$ cat config.mk
export PLATFORM = sky130hd
export DESIGN_NAME = traffic_demand_sensor_flat
export DESIGN_NICKNAME = d
export VERILOG_FILES = /design/src/rtl/traffic_demand_sensor_if.sv /design/src/rtl/traffic_demand_sensor.sv /design/src/flat_wrapper.sv
export SDC_FILE = /design/constraint.sdc
export NUM_CORES = 1
export LEC_CHECK = 0
export BUFFER_PORTS_ARGS = -buffer_cell sky130_fd_sc_hd__buf_4
export CAP_MARGIN = 10
export CORE_ASPECT_RATIO = 2
export CORE_MARGIN = 4
export CORE_UTILIZATION = 30
export CTS_CLUSTER_SIZE = 24
export DETAILED_ROUTE_END_ITERATION = 8
export GPL_ROUTABILITY_DRIVEN = 0
export GPL_TIMING_DRIVEN = 0
export PLACE_DENSITY = 0.46
export SYNTH_ARGS = -nofsm -noshare
export SYNTH_HDL_FRONTEND = slang
export SYNTH_SLANG_ARGS = --single-unit
$ cat constraint.sdc
create_clock -name clk -period 1.72 [get_ports clk]
set_input_delay 0.086 -clock clk [delete_from_list [all_inputs] [get_ports clk]]
set_output_delay 0.086 -clock clk [all_outputs]
set_load 0.02 [all_outputs]
$ cat src/rtl/traffic_demand_sensor_if.sv
// +--------------------------------------------------------------------------+
// | Module   : traffic_demand_sensor_if                                      |
// | Purpose  : Detector, emergency and light bundle for the demand sensor.   |
// | Revision : 1.0 - initial release                                         |
// +--------------------------------------------------------------------------+
`default_nettype none

interface traffic_demand_sensor_if;
  logic       det_main;
  logic       det_left;
  logic       det_sec;
  logic       det_ped;
  logic       m_em_req;
  logic       s_em_req;
  logic [3:0] m_LRYG;
  logic [2:0] s_RYG;
  logic       ped;
  logic [2:0] main_num;
  logic [2:0] left_num;
  logic [2:0] sec_num;
  logic [2:0] p_num;
  logic       m_emergency;
  logic       s_emergency;
  logic       light_fault;

  modport master (
    output det_main, det_left, det_sec, det_ped, m_em_req, s_em_req,
    output m_LRYG, s_RYG, ped,
    input  main_num, left_num, sec_num, p_num,
    input  m_emergency, s_emergency, light_fault
  );

  modport slave (
    input  det_main, det_left, det_sec, det_ped, m_em_req, s_em_req,
    input  m_LRYG, s_RYG, ped,
    output main_num, left_num, sec_num, p_num,
    output m_emergency, s_emergency, light_fault
  );
endinterface

`default_nettype wire

$ cat src/rtl/traffic_demand_sensor.sv
// +--------------------------------------------------------------------------+
// | Module   : traffic_demand_sensor                                         |
// | Purpose  : Debounced lane queue counters, emergency arbiter, light fault.|
// |            TRAFFIC_DEMAND_SYNC_EN adds 2-flop input synchronizers.       |
// | Revision : 1.0 - initial release                                         |
// +--------------------------------------------------------------------------+
`default_nettype none

module traffic_demand_sensor #(
  parameter int GAP     = 4,
  parameter int EM_HOLD = 10
) (
  input  wire                     clk,
  input  wire                     rst,
  traffic_demand_sensor_if.slave  bus
);

  localparam logic [3:0] c_GAP  = 4'(GAP);
  localparam logic [7:0] c_HOLD = 8'(EM_HOLD);

  typedef enum logic [1:0] {
    EM_IDLE = 2'd0,
    EM_MAIN = 2'd1,
    EM_SEC  = 2'd2
  } em_state_t;

  logic [5:0]      w_raw;
  logic [5:0]      w_in;
  logic [3:0]      w_d;
  logic            w_m_req;
  logic            w_s_req;
  logic            w_s_onehot;
  logic            w_fault;
  logic [3:0]      w_served;
  logic [3:0][2:0] w_cnt;
  logic            r_fault;
  em_state_t       r_state;
  em_state_t       w_state_nxt;
  logic [7:0]      r_timer;
  logic [7:0]      w_timer_nxt;

  assign w_raw = {bus.s_em_req, bus.m_em_req, bus.det_ped,
                  bus.det_sec, bus.det_left, bus.det_main};

`ifdef TRAFFIC_DEMAND_SYNC_EN
  logic [5:0] r_sync_q1;
  logic [5:0] r_sync_q2;

  always_ff @(posedge clk) begin
    if (!rst) begin
      r_sync_q1 <= 6'd0;
      r_sync_q2 <= 6'd0;
    end else begin
      r_sync_q1 <= w_raw;
      r_sync_q2 <= r_sync_q1;
    end
  end

  assign w_in = r_sync_q2;
`else
  assign w_in = w_raw;
`endif

  assign w_d     = w_in[3:0];
  assign w_m_req = w_in[4];
  assign w_s_req = w_in[5];

  assign w_s_onehot = (bus.s_RYG == 3'b001) || (bus.s_RYG == 3'b010) ||
                      (bus.s_RYG == 3'b100);
  assign w_fault    = (bus.m_LRYG == 4'b1111) || !w_s_onehot ||
                      (bus.m_LRYG[0] && bus.s_RYG[0]);

  // An illegal light pattern serves nobody, so demand keeps accumulating.
  assign w_served = {bus.ped, bus.s_RYG[0], bus.m_LRYG[3], bus.m_LRYG[0]} &
                    {4{~w_fault}};

  for (genvar gi = 0; gi < 4; gi++) begin : g_lane
    logic       r_d_prev;
    logic [3:0] r_gap;
    logic [2:0] r_cnt;
    logic       w_accept;

    assign w_accept  = w_d[gi] && !r_d_prev && (r_gap == 4'd0);
    assign w_cnt[gi] = r_cnt;

    always_ff @(posedge clk) begin
      if (!rst) begin
        r_d_prev <= 1'b0;
        r_gap    <= 4'd0;
        r_cnt    <= 3'd0;
      end else begin
        r_d_prev <= w_d[gi];
        if (w_accept) begin
          r_gap <= c_GAP;
        end else if (r_gap != 4'd0) begin
          r_gap <= r_gap - 4'd1;
        end
        if (w_served[gi]) begin
          r_cnt <= 3'd0;
        end else if (w_accept && (r_cnt != 3'd7)) begin
          r_cnt <= r_cnt + 3'd1;
        end
      end
    end
  end

  always_ff @(posedge clk) begin
    if (!rst) begin
      r_fault <= 1'b0;
      r_state <= EM_IDLE;
      r_timer <= 8'd0;
    end else begin
      r_fault <= w_fault;
      r_state <= w_state_nxt;
      r_timer <= w_timer_nxt;
    end
  end

  // The hold timer counts down to 0 and the state leaves on the following
  // edge, giving exactly EM_HOLD cycles of output after the request drops.
  always_comb begin
    w_state_nxt = r_state;
    w_timer_nxt = r_timer;
    case (r_state)
      EM_IDLE: begin
        if (w_m_req) begin
          w_state_nxt = EM_MAIN;
          w_timer_nxt = c_HOLD;
        end else if (w_s_req) begin
          w_state_nxt = EM_SEC;
          w_timer_nxt = c_HOLD;
        end
      end
      EM_MAIN: begin
        if (w_m_req) begin
          w_timer_nxt = c_HOLD;
        end else if (r_timer == 8'd0) begin
          w_state_nxt = EM_IDLE;
        end else begin
          w_timer_nxt = r_timer - 8'd1;
        end
      end
      EM_SEC: begin
        if (w_m_req) begin
          w_state_nxt = EM_MAIN;
          w_timer_nxt = c_HOLD;
        end else if (w_s_req) begin
          w_timer_nxt = c_HOLD;
        end else if (r_timer == 8'd0) begin
          w_state_nxt = EM_IDLE;
        end else begin
          w_timer_nxt = r_timer - 8'd1;
        end
      end
      default: begin
        w_state_nxt = EM_IDLE;
        w_timer_nxt = 8'd0;
      end
    endcase
  end

  assign bus.main_num    = w_cnt[0];
  assign bus.left_num    = w_cnt[1];
  assign bus.sec_num     = w_cnt[2];
  assign bus.p_num       = w_cnt[3];
  assign bus.m_emergency = (r_state == EM_MAIN);
  assign bus.s_emergency = (r_state == EM_SEC);
  assign bus.light_fault = r_fault;

endmodule

`default_nettype wire

$ cat src/flat_wrapper.sv
// flat-port wrapper written by rule: the top's interface ports become plain ports
module traffic_demand_sensor_flat 
#(
  parameter int GAP     = 4,
  parameter int EM_HOLD = 10
)
  (clk, rst, bus_det_main, bus_det_left, bus_det_sec, bus_det_ped, bus_m_em_req, bus_s_em_req, bus_m_LRYG, bus_s_RYG, bus_ped, bus_main_num, bus_left_num, bus_sec_num, bus_p_num, bus_m_emergency, bus_s_emergency, bus_light_fault);
  traffic_demand_sensor_if bus_i ();
  input  wire clk;
  input  wire rst;
  input wire logic [$bits(bus_i.det_main)-1:0] bus_det_main;
  input wire logic [$bits(bus_i.det_left)-1:0] bus_det_left;
  input wire logic [$bits(bus_i.det_sec)-1:0] bus_det_sec;
  input wire logic [$bits(bus_i.det_ped)-1:0] bus_det_ped;
  input wire logic [$bits(bus_i.m_em_req)-1:0] bus_m_em_req;
  input wire logic [$bits(bus_i.s_em_req)-1:0] bus_s_em_req;
  input wire logic [$bits(bus_i.m_LRYG)-1:0] bus_m_LRYG;
  input wire logic [$bits(bus_i.s_RYG)-1:0] bus_s_RYG;
  input wire logic [$bits(bus_i.ped)-1:0] bus_ped;
  output wire logic [$bits(bus_i.main_num)-1:0] bus_main_num;
  output wire logic [$bits(bus_i.left_num)-1:0] bus_left_num;
  output wire logic [$bits(bus_i.sec_num)-1:0] bus_sec_num;
  output wire logic [$bits(bus_i.p_num)-1:0] bus_p_num;
  output wire logic [$bits(bus_i.m_emergency)-1:0] bus_m_emergency;
  output wire logic [$bits(bus_i.s_emergency)-1:0] bus_s_emergency;
  output wire logic [$bits(bus_i.light_fault)-1:0] bus_light_fault;
  assign bus_i.det_main = bus_det_main;
  assign bus_i.det_left = bus_det_left;
  assign bus_i.det_sec = bus_det_sec;
  assign bus_i.det_ped = bus_det_ped;
  assign bus_i.m_em_req = bus_m_em_req;
  assign bus_i.s_em_req = bus_s_em_req;
  assign bus_i.m_LRYG = bus_m_LRYG;
  assign bus_i.s_RYG = bus_s_RYG;
  assign bus_i.ped = bus_ped;
  assign bus_main_num = bus_i.main_num;
  assign bus_left_num = bus_i.left_num;
  assign bus_sec_num = bus_i.sec_num;
  assign bus_p_num = bus_i.p_num;
  assign bus_m_emergency = bus_i.m_emergency;
  assign bus_s_emergency = bus_i.s_emergency;
  assign bus_light_fault = bus_i.light_fault;
  traffic_demand_sensor #(.GAP(GAP), .EM_HOLD(EM_HOLD)) u_core (.clk(clk), .rst(rst), .bus(bus_i));
endmodule
After elaboration in Yosys (flattened, before gate mapping)
Index checks and enable logic that the tools add are counted.

operators by class
  add/sub/neg operators = 9
  equality and inequality tests = 13
  muxes and demuxes = 22
  bitwise gates (word level) = 3
  reduce and logical (&&, ||, !) cells = 45

operator list
  kind                                              number
  two-way mux 8 bit                                 6
  two-way mux 3 bit                                 8
  one-hot mux 8 bit (3 select lines)                1
  != test 3 bit, second input constant              6
  logical NOT 4 bit                                 4
  nonzero test 4 bit                                4
  OR reduction 2 bit                                8
  subtractor 4 x 1 -> 4 bit, second input constant  4
  logical AND 1 bit                                 13
  adder 3 x 1 -> 3 bit, second input constant       4
  two-way mux 2 bit                                 6
  logical NOT 8 bit                                 1
  nonzero test 2 bit                                4
  subtractor 8 x 1 -> 8 bit, second input constant  1
  one-hot mux 2 bit (3 select lines)                1
  logical NOT 1 bit                                 5
  bitwise AND 4 bit                                 1
  == test 4 bit, second input constant              1
  logical OR 1 bit                                  4
  == test 3 x 1 -> 1 bit, second input constant     1
  == test 3 x 2 -> 1 bit, second input constant     1
  == test 3 bit, second input constant              1
  AND reduction 3 bit                               1
  == test 2 x 1 -> 1 bit, second input constant     1
  4 further kinds                                   5

word-level totals
  register bits = 43
  input port bits = 16
  output and inout port bits = 15
  logic and storage cells = 111

Longest topological paths before layout
  word-level depth = 9
  depth in mapped cells = 6
  gate-level depth less buffers = 6

Worst setup path before layout
No wires, ideal clock.

  path type = register -> register
  from = register u_core.r_state[0]
  to = register u_core.r_timer[5]
  data arrival time = 1.560 ns
  data required time = 1.646 ns
  path slack = 0.085 ns
  cell stages (with the launch flop) = 6
  buffers on the path = 1
  clock period less this slack = 1.635 ns
  path through = dfxtp_1 -> buf_6 -> or3b_1 -> a221oi_2 -> or3b_1 -> a31oi_1

between the ends
  cells in the longest elaborated chain, start to end = 2
  elaborated cells on any way between the ends = 5

ends and longest elaborated chain
  what                                                                 line                          source
  from (decl)                                                          traffic_demand_sensor.sv:37   em_state_t r_state;
  from (signal assigned)                                               traffic_demand_sensor.sv:114  r_state <= w_state_nxt;
  == test 2 bit (tied with other cells)                                traffic_demand_sensor.sv:124  case (r_state)
  one-hot mux 8 bit (3 select lines) or != test 3 bit (tied branches)  -
  to (signal assigned)                                                 traffic_demand_sensor.sv:115  r_timer <= w_timer_nxt;
  to (decl)                                                            traffic_demand_sensor.sv:39   logic [7:0] r_timer;

Parallel ways exist; a longest one is shown, timed or not.
A chain may end at the register's enable or synchronous reset.

Worst setup path after layout
Ends and elaborated chain as after synthesis.

==> results.py <==
metrics = {
    "detailed_routing": {
        "route.vias.total": 1690,
        "vias_per_cell": 4.681,
        "wl_um": 4357,
        "wl_per_cell_um": 12.07,
        "detail_route.first_pass.iterations": 4,
        "antenna_left": 0,
        "drt-initial-drc-count": 49,
        "route.detailed.drc": 0,
    },
    "synthesis": {
        "synth.most_common_cell": "dfxtp_1",
        "synth.top_cell.area_share_pct": 41.27,
        "synth_warnings": 0,
        "yosysTopAreaCell": "dfxtp_1",
        "syn-mean-instance-area_um2": 8.876,
        "synthTopCellsByArea": "dfxtp_1 (41%), ha_1 (8.4%), nor2_1 (6.5%)",
        "syn_area_um2": 2086,
        "ys_types": 39,
        "ys.flop_type": "dfxtp_1",
        "yosys-top-cells-count": "dfxtp_1 (43), nor2_1 (36), inv_1 (17), a21oi_1 (16), ha_1 (14)",
        "yosysSeqAreaShare_pct": 41.27,
        "synth.net_count": 265,
        "synthArstFlopShare_pct": 0,
        "postSynthCellCount": 235,
        "synth-edff-count": 0,
        "synth-seq-cells": 43,
    },
    "place": {
        "placedCellCount": 352,
        "pre_cts_ws_ns": -0.09173,
        "dp_hpwl_um": 3367,
        "port-buffer-count": 29,
    },
    "critical_path": {
        "crit_path_max_fanout": 10,
        "path_class": "register to register",
        "crit_path_start_kind": "register",
        "arrival_ns": 1.90,
        "worst_setup_path_end_kind": "register",
        "crit_slowest_cell": "or3b_4",
        "cp.required_ns": 1.93,
        "max_stage_delay_ns": 0.39,
        "crit_chain": "buf_6 > or3b_4 > a221oi_4 > or3b_1 > a31oi_1",
    },
    "timing": {
        "slew_headroom_pct": 49.18,
        "report.final.slew_viol_count": 0,
        "tightest_slew_ns": 0.7571,
        "setup_violations": 0,
        "period_needed_ns": 1.691,
        "finalHoldViolCount": 0,
        "rsz0062_at_grt": "true",
        "setup_slack_ns": 0.02864,
        "clock-skew-final_ns": 0.006304,
        "fmax_ghz": 0.5912,
        "fin_crit_sh_pct": 98.34,
    },
    "clock_tree": {
        "clkSinkCount": 43,
        "clkLatencyLatePin_ns": 0.28,
        "h-tree-depth": 2,
        "cts_root_buffer": "clkbuf_16",
        "cts_tree": "done",
        "cts.clk_slew.worst_paths_ns": 0.06,
        "numCtsBuffers": 5,
        "cts_buffer_depth": 2,
        "cts_hold_buf": 0,
    },
    "power": {
        "seq_power_share_pct": 36.1,
        "max-vdd-ir-drop_mv": 0.6649,
        "clkPwrFrac_pct": 31.0,
        "p_sw_uw": 1237,
        "p_comb_share_pct": 32.9,
        "power.internal_uw": 2700,
        "power_leakage_uw": 0.001207,
        "switching_share_pct": 31.43,
        "power_density_nw_per_um2": 1475,
    },
    "global_route": {
        "grt_pass1_wl_um": 7527,
        "antenna_found_initial": 0,
        "groute.usage.overall_pct": 11.54,
        "grt_overflow": 0,
        "grt_pass1_vias": 1647,
        "grt_max_degree": 15,
    },
    "outcome": {
        "outcome": "completed",
    },
    "floorplan": {
        "ios": 31,
        "rows": 42,
        "fp.dieH_um": 125.9,
        "die-area_um2": 8432,
        "die_w_um": 66.96,
        "core_um2": 6674,
        "start_util_pct": 31.25,
    },
    "cells_and_area": {
        "fin_util_pct": 39.99,
        "instances_no_fill": 361,
        "drive_above_1_share_pct": 22.71,
        "final_net_count": 302,
        "num_antenna_cells": 0,
        "area_growth_pct": 27.95,
    },
    "flow_run": {
        "drv_cap": 0,
    },
    "hold_path": {
        "hp-class": "primary input to register",
    },
}
## flip-flops by register name, summed over array words and instances (netlist names)
register	cells
u_core.bus.left_num	3
u_core.bus.sec_num	3
u_core.g_lane.r_gap	16
u_core.r_state	2
u_core.bus.p_num	3
u_core.bus.light_fault	1
u_core.bus.main_num	3
u_core.g_lane.r_d_prev	4
u_core.r_timer	8
## through the flow
step	power [µW]	setup TNS (ns)	cell area, µm²	hold WS [ns]
global route	4259	-0.02973	2669	0.02107
CTS	3972	-0.02763	2619	0.01583
floorplan	2378	0	2086	0.2077
finish	3938	0	2669	0.02141
global placement	2692	-0.2852	2414	0.3083
detailed placement	2706	-0.3070	2414	0.3107
## critical path, delay by kind of cell (launching register included)
family                 cells  cell delay, ns
buffers and inverters      1            0.13
AND/OR/NAND/NOR            2            0.76
AO/OA/AOI/OAI              2            0.43
flip-flops                 1            0.30
## cell usage in the layout, fill, tap and decap left out, types with 4 or more instances in the layout
cell / n
xor2_1: 9
mux2_2: 4
dfxtp_1: 40
mux2i_1: 8
nand3b_1: 4
o21ai_0: 5
nor3b_2: 4
or3_1: 4
buf_4: 31
nor2b_1: 5
clkbuf_16: 5
inv_1: 16
nand3_1: 5
a31oi_1: 5
a21oi_1: 16
nand2_1: 6
nand2b_1: 6
and2_1: 4
nor2_1: 36
ha_1: 14
nor3_1: 5
or2_2: 4
## what timing repair did
| item | in CTS | in global routing |
|---|---|---|
| gates resized for setup | 4 | 10 |
| setup buffers | 0 | 2 |
| hold endpoints to repair | 0 | 0 |
| setup endpoints to repair | 12 | 13 |
| pin swaps | 0 | 3 |
## final cells by class
cell class	instances	area, µm²
Sequential cell	43	867.1
Timing Repair Buffer	31	232.7
Multi-Input combinational cell	169	1175
Tap cell	88	110.1
Fill cell	694	4005
Inverter	17	63.81
Buffer	5	27.53
Clock inverter	3	67.56
Clock buffer	5	125.1
## worst paths after layout
check | startpoint | endpoint | slack [ns] | depth (start not counted)
min | bus_det_main | u_core.g_lane[0].r_d_prev | 0.02 | 2
max reg2reg | u_core.r_state[0] | u_core.r_timer[5] | 0.03 | 5
max | u_core.r_state[0] | u_core.r_timer[5] | 0.03 | 5
min reg2reg | u_core.g_lane[0].r_gap[0] | u_core.g_lane[0].r_gap[0] | 0.48 | 2
## per-layer routing
| metal | GRT usage (%) | vias up | share of wire (%) |
|---|---|---|---|
| met5 | 0 | - | 0 |
| met4 | 4.665 | 0 | 2.0 |
| met3 | 2.317 | 6 | 3.1 |
| met2 | 21.31 | 20 | 56 |
| met1 | 12.18 | 779 | 39 |
| li1 | - | 885 | - |
## logic make-up (layout without fill, tap and decap cells)
family,count (synthesis),after routing,share of synthesized area (%)
AND/OR/NAND/NOR,99,99,25.73
buffers and inverters,23,61,4.559
multiplexers,12,12,5.999
AO/OA/AOI/OAI,35,35,10.26
adder cells (fa/ha/maj),14,14,8.398
XOR/XNOR,9,9,3.779
flip-flops,43,43,41.27
## power groups by stage
stage	combinational (µW)	clock, µW	sequential (µW)
after floorplan	917	0	1460
after global placement	1260	0	1430
after detailed placement	1270	0	1430
after CTS	1290	1260	1420
after global routing	1510	1290	1460
final	1300	1220	1420
Note: power is estimated with default switching activity, not from simulation.
